--- config.mk ---
export PLATFORM = sky130hd
export DESIGN_NAME = flasher_flick_scheduler_flat
export DESIGN_NICKNAME = d
export VERILOG_FILES = /design/src/rtl/flasher_pkg.sv /design/src/rtl/flasher_flick_scheduler_if.sv /design/src/rtl/flasher_rr_arbiter.sv /design/src/rtl/flasher_flick_scheduler.sv /design/src/flat_wrapper.sv
export SDC_FILE = /design/constraint.sdc
export NUM_CORES = 1
export LEC_CHECK = 0
export CORE_ASPECT_RATIO = 1.4
export CORE_MARGIN = 5
export CORE_UTILIZATION = 45
export CTS_BUF_LIST = sky130_fd_sc_hd__clkbuf_2
export CTS_CLUSTER_SIZE = 24
export DETAILED_ROUTE_END_ITERATION = 10
export PLACE_DENSITY = 0.71
export SLEW_MARGIN = 20
export SYNTH_ARGS = -nofsm -noshare
export SYNTH_HDL_FRONTEND = slang
export SYNTH_HIERARCHICAL = 1
export SYNTH_SLANG_ARGS = --single-unit
--- constraint.sdc ---
create_clock -name clk -period 2.4 [get_ports clk]
set_clock_uncertainty 0.15 [all_clocks]
set_input_delay 0.72 -clock clk [delete_from_list [all_inputs] [get_ports clk]]
set_output_delay 0.72 -clock clk [all_outputs]
set_load 0.03 [all_outputs]
--- src/rtl/flasher_pkg.sv ---
// Shared types and helpers for the flasher flick scheduler slice.
package flasher_pkg;

    localparam int LED_W = 16;

    typedef enum logic [2:0] {
        IDLE,
        FLICK,
        WAIT_START,
        RUN,
        RELEASE
    } state_t;

    function automatic int clog2(input int value);
        int result;
        result = 0;
        for (int i = 0; i < 31; i++) begin
            if ((1 << i) < value) result = i + 1;
        end
        return result;
    endfunction

endpackage

--- src/rtl/flasher_flick_scheduler_if.sv ---
// Requester-side bus of the flick scheduler: requests, grants, flasher tap and status.
interface flasher_flick_scheduler_if
    import flasher_pkg::*;
#(
    parameter int NUM_REQ = 4,
    parameter int LED_W   = flasher_pkg::LED_W
);
    // Handshake: req[i] is a level that may drop at any time; grant[i] is held for the
    // whole session once won; done[i] pulses for one cycle when that session ends
    // (grant is already low in that cycle). There is no ready/backpressure path.
    logic [NUM_REQ-1:0]            req;
    logic [NUM_REQ-1:0]            grant;
    logic [NUM_REQ-1:0]            done;
    logic [LED_W-1:0]              leds_in;
    logic                          flick_out;
    logic                          busy;
    logic                          timeout_err;
    logic [clog2(NUM_REQ)-1:0]     owner_id;
    state_t                        state;

    modport master (
        output req, leds_in,
        input  grant, done, flick_out, busy, timeout_err, owner_id, state
    );

    modport slave (
        input  req, leds_in,
        output grant, done, flick_out, busy, timeout_err, owner_id, state
    );

endinterface

--- src/rtl/flasher_rr_arbiter.sv ---
// Round-robin search over requesters starting at ptr, with the ptr register itself.
module flasher_rr_arbiter
    import flasher_pkg::*;
#(
    parameter int N  = 4,
    parameter int IW = clog2(N)
) (
    input  logic          clk,
    input  logic          rst,
    input  logic [N-1:0]  req,
    input  logic          advance,
    output logic [IW-1:0] winner,
    output logic          valid
);

    logic [IW-1:0] ptr;
    logic [IW-1:0] idx;

    // Scan from the farthest position back to ptr so the nearest set bit wins last.
    always_comb begin
        winner = '0;
        valid  = 1'b0;
        idx    = '0;
        for (int i = N - 1; i >= 0; i--) begin
            idx = IW'((int'(ptr) + i) % N);
            if (req[idx]) begin
                winner = idx;
                valid  = 1'b1;
            end
        end
    end

    // Advancing at grant time gives the same pointer as advancing at release, since
    // the pointer is only consulted in IDLE.
    always_ff @(posedge clk or posedge rst) begin
        if (rst) begin
            ptr <= '0;
        end else if (advance) begin
            ptr <= (winner == IW'(N - 1)) ? '0 : winner + 1'b1;
        end
    end

endmodule

--- src/rtl/flasher_flick_scheduler.sv ---
// Shares one flasher between requesters: arbitrates, flicks it once, and watches its
// LED bus to decide when the owner's session is over (or has timed out).
module flasher_flick_scheduler
    import flasher_pkg::*;
#(
    parameter int NUM_REQ       = 4,
    parameter int LED_W         = flasher_pkg::LED_W,
    parameter int IDLE_CYCLES   = 4,
    parameter int START_TIMEOUT = 16,
    parameter int RUN_TIMEOUT   = 1023
) (
    input  logic                       clk,
    input  logic                       rst,
    flasher_flick_scheduler_if.slave   bus
);

    localparam int OW   = clog2(NUM_REQ);
    localparam int CMAX = (START_TIMEOUT > RUN_TIMEOUT) ? START_TIMEOUT : RUN_TIMEOUT;
    localparam int CW   = clog2(CMAX + 1);
    localparam int ZW   = clog2(IDLE_CYCLES + 1);

    state_t             state;
    logic [NUM_REQ-1:0] grant;
    logic [NUM_REQ-1:0] done;
    logic               flick;
    logic               busy;
    logic               terr;
    logic [OW-1:0]      owner;
    logic [CW-1:0]      cnt;
    logic [ZW-1:0]      zcnt;
    logic [LED_W-1:0]   leds;
    logic [OW-1:0]      arb_winner;
    logic               arb_valid;
    logic               arb_advance;

    assign leds        = bus.leds_in;
    assign arb_advance = (state == IDLE) && arb_valid;

    flasher_rr_arbiter #(.N(NUM_REQ), .IW(OW)) u_arb (
        .clk     (clk),
        .rst     (rst),
        .req     (bus.req),
        .advance (arb_advance),
        .winner  (arb_winner),
        .valid   (arb_valid)
    );

    always_ff @(posedge clk or posedge rst) begin
        if (rst) begin
            state <= IDLE;
            grant <= '0;
            done  <= '0;
            flick <= 1'b0;
            busy  <= 1'b0;
            terr  <= 1'b0;
            owner <= '0;
            cnt   <= '0;
            zcnt  <= '0;
        end else begin
            flick <= 1'b0;
            done  <= '0;
            terr  <= 1'b0;
            case (state)
                IDLE: begin
                    if (arb_valid) begin
                        state <= FLICK;
                        grant <= NUM_REQ'(1) << arb_winner;
                        owner <= arb_winner;
                        flick <= 1'b1;
                        busy  <= 1'b1;
                    end
                end
                FLICK: begin
                    state <= WAIT_START;
                    cnt   <= '0;
                end
                WAIT_START: begin
                    if (leds != '0) begin
                        state <= RUN;
                        cnt   <= '0;
                        zcnt  <= '0;
                    end else if (cnt >= CW'(START_TIMEOUT - 1)) begin
                        state <= RELEASE;
                        grant <= '0;
                        done  <= grant;
                        terr  <= 1'b1;
                    end else begin
                        cnt <= cnt + 1'b1;
                    end
                end
                RUN: begin
                    // A normal end seen on the same edge as the run limit is not an error.
                    if (zcnt == ZW'(IDLE_CYCLES)) begin
                        state <= RELEASE;
                        grant <= '0;
                        done  <= grant;
                    end else if (cnt >= CW'(RUN_TIMEOUT - 1)) begin
                        state <= RELEASE;
                        grant <= '0;
                        done  <= grant;
                        terr  <= 1'b1;
                    end else begin
                        cnt <= cnt + 1'b1;
                        if (leds != '0)                  zcnt <= '0;
                        else if (zcnt < ZW'(IDLE_CYCLES)) zcnt <= zcnt + 1'b1;
                    end
                end
                RELEASE: begin
                    state <= IDLE;
                    busy  <= 1'b0;
                end
                default: state <= IDLE;
            endcase
        end
    end

    assign bus.grant       = grant;
    assign bus.done        = done;
    assign bus.flick_out   = flick;
    assign bus.busy        = busy;
    assign bus.timeout_err = terr;
    assign bus.owner_id    = owner;
    assign bus.state       = state;

endmodule

--- src/flat_wrapper.sv ---
// flat-port wrapper written by rule: the top's interface ports become plain ports
module flasher_flick_scheduler_flat import flasher_pkg::*;
#(
    parameter int NUM_REQ       = 4,
    parameter int LED_W         = flasher_pkg::LED_W,
    parameter int IDLE_CYCLES   = 4,
    parameter int START_TIMEOUT = 16,
    parameter int RUN_TIMEOUT   = 1023
)
  (clk, rst, bus_req, bus_leds_in, bus_grant, bus_done, bus_flick_out, bus_busy, bus_timeout_err, bus_owner_id, bus_state);
  flasher_flick_scheduler_if #(.NUM_REQ(NUM_REQ), .LED_W(LED_W)) bus_i ();
  input  logic clk;
  input  logic rst;
  input wire logic [$bits(bus_i.req)-1:0] bus_req;
  input wire logic [$bits(bus_i.leds_in)-1:0] bus_leds_in;
  output wire logic [$bits(bus_i.grant)-1:0] bus_grant;
  output wire logic [$bits(bus_i.done)-1:0] bus_done;
  output wire logic [$bits(bus_i.flick_out)-1:0] bus_flick_out;
  output wire logic [$bits(bus_i.busy)-1:0] bus_busy;
  output wire logic [$bits(bus_i.timeout_err)-1:0] bus_timeout_err;
  output wire logic [$bits(bus_i.owner_id)-1:0] bus_owner_id;
  output wire logic [$bits(bus_i.state)-1:0] bus_state;
  assign bus_i.req = bus_req;
  assign bus_i.leds_in = bus_leds_in;
  assign bus_grant = bus_i.grant;
  assign bus_done = bus_i.done;
  assign bus_flick_out = bus_i.flick_out;
  assign bus_busy = bus_i.busy;
  assign bus_timeout_err = bus_i.timeout_err;
  assign bus_owner_id = bus_i.owner_id;
  assign bus_state = bus_i.state;
  flasher_flick_scheduler #(.NUM_REQ(NUM_REQ), .LED_W(LED_W), .IDLE_CYCLES(IDLE_CYCLES), .START_TIMEOUT(START_TIMEOUT), .RUN_TIMEOUT(RUN_TIMEOUT)) u_core (.clk(clk), .rst(rst), .bus(bus_i));
endmodule
==> summary.txt <==
Setup path
  – Worst Path Required: 1.53 ns
  – Critical path class: reg2out
  – WP buf/inv: 1
  – Crit path cell chain: clkdlybuf4s50_1
  – Crit path largest cell delay: 0.69 ns
  – Slowest cell on crit path: clkdlybuf4s50_1
  – Reg-to-reg slack, setup: 0.09 ns
  – Crit. End Element: output port
  – Crit path DAT: 1.45 ns
  – Startpoint Class: flip-flop
  – Critical Path Fanout Max: 3
  – Cell family contributing the most delay on the critical path: buffers and inverters

Synth
  – Ranking of synthesized cells by area: dfrtp_1 (44%), nor4_4 (4.8%), ha_1 (3.5%), nor2_1 (3.2%), o21ai_0 (3.1%)
  – Netlist Area Pre-Place: 1780 µm²
  – Most used DFF post-synth: dfrtp_1
  – Library cells used by synthesis: 52
  – Most numerous cell in the Yosys netlist: dfrtp_1
  – Syn Area/Cell: 10.4 µm²
  – Post-synth ARST share: 100%
  – Yosys Warn Count: 6
  – Synthesized netlist cell count: 170
  – Synth top area share: 43.7%
  – Largest area contributor in the synthesized netlist: dfrtp_1
  – Share of the yosys chip area belonging to registers: 43.7%
  – EDFF count, synth: 0
  – Flop and latch count out of synthesis: 31
  – Post-synth top cells: dfrtp_1 (31), nor2_1 (15), inv_1 (11), nand2_1 (11), o21ai_0 (11)
  – Post-synth net total: 197

Timing
  – RSZ-0062 raised after global routing: false
  – Finish-stage setup viols: 0
  – Worst slew margin: 46.3%
  – FMAX: 0.431 GHz
  – Slew @ Worst Pin: 0.798 ns
  – Fin worst setup slack: 0.0772 ns
  – Final Cycle Share: 96.8%
  – Minimum clock period: 2.32 ns
  – Final hold vios: 0
  – Max-slew violations: 0

Place
  – Post-DP HPWL: 3.51 mm
  – Setup Slack @ Placement: -0.510 ns
  – I/O Buffers: 37
  – Final Wtd Congestion: 0.889
  – Placed Area: 2320 µm²

Drt
  – Post-route DRC: 0
  – Vias per cell: 5.57
  – WL final: 4.41 mm
  – Initial DRC count: 59
  – Pre-Repair DR Iteration Count: 4
  – Vias: 1,543
  – DR WL/cell: 15.9 µm
  – Post-DRT Antenna Nets: 0

Floorplanning
  – Rows: 27
  – Ports: 38
  – Starting density of the core: 45.7%
  – Die Ht: 84.3 µm
  – Die footprint: 5320 µm²
  – DIE WIDTH: 63.1 µm
  – Core footprint: 3880 µm²

Global route
  – Global-route wire length before repair: 7.16 mm
  – Grt ovf: 0
  – Vias in the first global route: 1,584
  – Gr usage total: 16.9%
  – Largest net degree at the start of global routing: 30
  – Antenna violations before repair: 0

Clock network
  – Worst skew pair latency: 0.37 ns
  – Sink Count: 31
  – Clk buf depth: 2
  – H-tree Lvls: 2
  – CTS tree: yes
  – Clock tree root driver cell: clkbuf_2
  – Clock transition at path regs: 0.16 ns
  – Total clock buffers created by CTS: 5

Pwr
  – Max IR drop VDD: 0.000675 V
  – Leakage: 1.12 nW
  – Power density over the cells: 962 nW/µm²

Worst hold path
  – Hold Crit Class: in2async

Layout
  – N_diodes: 0
  – P&R area growth vs syn: 35.5%
  – Register area: 777 µm²
  – Share of cells above drive strength 1: 24.4%
  – Fillers: 332
  – Finished Cell Area: 2410 µm²
  – Area of the multi-input gates: 920 µm²
  – # nets final: 260

Flow run
  – Max-capacitance violation count: 0

Run status
  – Status: complete, no violations
-- where the power goes --
part	internal (mW)	switching [mW]	total (mW)	leakage [nW]
registers	0.638	0.104	0.742	0.409
clock network	0.171	0.189	0.360	0.0404
logic	0.519	0.694	1.21	0.672
-- stage by stage --
stage	power (mW)	instances	hold WS (ns)	setup TNS (ns)	util [%]
2_1_floorplan	1.48	170	0.311	0	-
3_3_place_gp	1.92	268	0.343	-7.50	59.7
3_5_place_dp	1.97	268	0.346	-8.93	59.7
4_1_cts	2.31	277	0.365	0	61.1
5_1_grt	2.46	277	0.356	0	61.9
6_report	2.32	277	0.362	0	61.9
-- flip-flops by register name (all words and copies together), names as in the netlist --
register and count:
u_core/u_arb/ptr 2, u_core/zcnt 3, u_core/bus.owner_id 2, u_core/bus.timeout_err 1
u_core/bus.grant 4, u_core/bus.flick_out 1, u_core/bus.state 3, u_core/bus.done 4
u_core/cnt 10, u_core/bus.busy 1
-- logic make-up after synthesis --
family / Yosys count / synth area share (%)
xor gates and xnor gates: 1 / 0.493
DFF: 31 / 43.7
buffers and inverters: 17 / 5.50
and+or+nand+nor: 63 / 22.7
adders and majority gates: 5 / 3.52
muxes: 9 / 5.64
AOI/OAI and AO/OA: 44 / 18.5
-- cell type report --
class,count,share of cell area [%]
flip-flops and latches,31,32.3
well taps,43,2.24
multi-input cells,122,38.2
inverters,13,2.24
clock inverters,3,1.61
clock buffers,5,1.04
repair buffers,60,22.4
-- what timing repair did --
item / in CTS / in global routing
setup endpoints to repair: 13 / 8
buffers inserted: 1 / 0
pin swaps: 7 / 7
hold buffers: 0 / 0
gates resized for setup: 15 / 10
-- layer usage --
| metal | vias up | share of wire [%] | track usage, % |
|---|---|---|---|
| li1 | 754 | - | - |
| met1 | 747 | 38 | 17.6 |
| met2 | 35 | 56 | 32.0 |
| met3 | 7 | 4.6 | 3.48 |
| met4 | 0 | 1.6 | 6.95 |
| met5 | - | 0 | 0 |
-- path summary, 6_finish.rpt --
| kind | startpoint | endpoint | cells past startpoint |
|---|---|---|---|
| max | u_core/bus.grant[1] | bus_grant[1] | 1 |
| min | rst | u_core/u_arb/ptr[0] | 2 |
| max reg2reg | u_core/cnt[1] | u_core/cnt[8] | 8 |
| min reg2reg | u_core/bus.owner_id[0] | u_core/bus.owner_id[0] | 1 |
| max in group asynchronous | rst | u_core/cnt[1] | 3 |
| min in group clk | u_core/bus.owner_id[0] | u_core/bus.owner_id[0] | 1 |
-- cells in the final DEF, fill, tap and decap left out, types with 3 or more instances in the layout --
cell type and instances:
nand2_1 11, dlygate4sd2_1 14, inv_1 11, nand3_1 5, nor3_1 4, ha_1 5
nor2_1 15, o31ai_1 5, nor4_4 4, mux2_2 4, and2_1 4, dfrtp_1 30
clkbuf_2 5, clkdlybuf4s50_1 18, a21oi_1 7, dlymetal6s2s_1 5, buf_4 23, nand2b_1 3
o21ai_0 10
(Power assumes the default switching activity.)
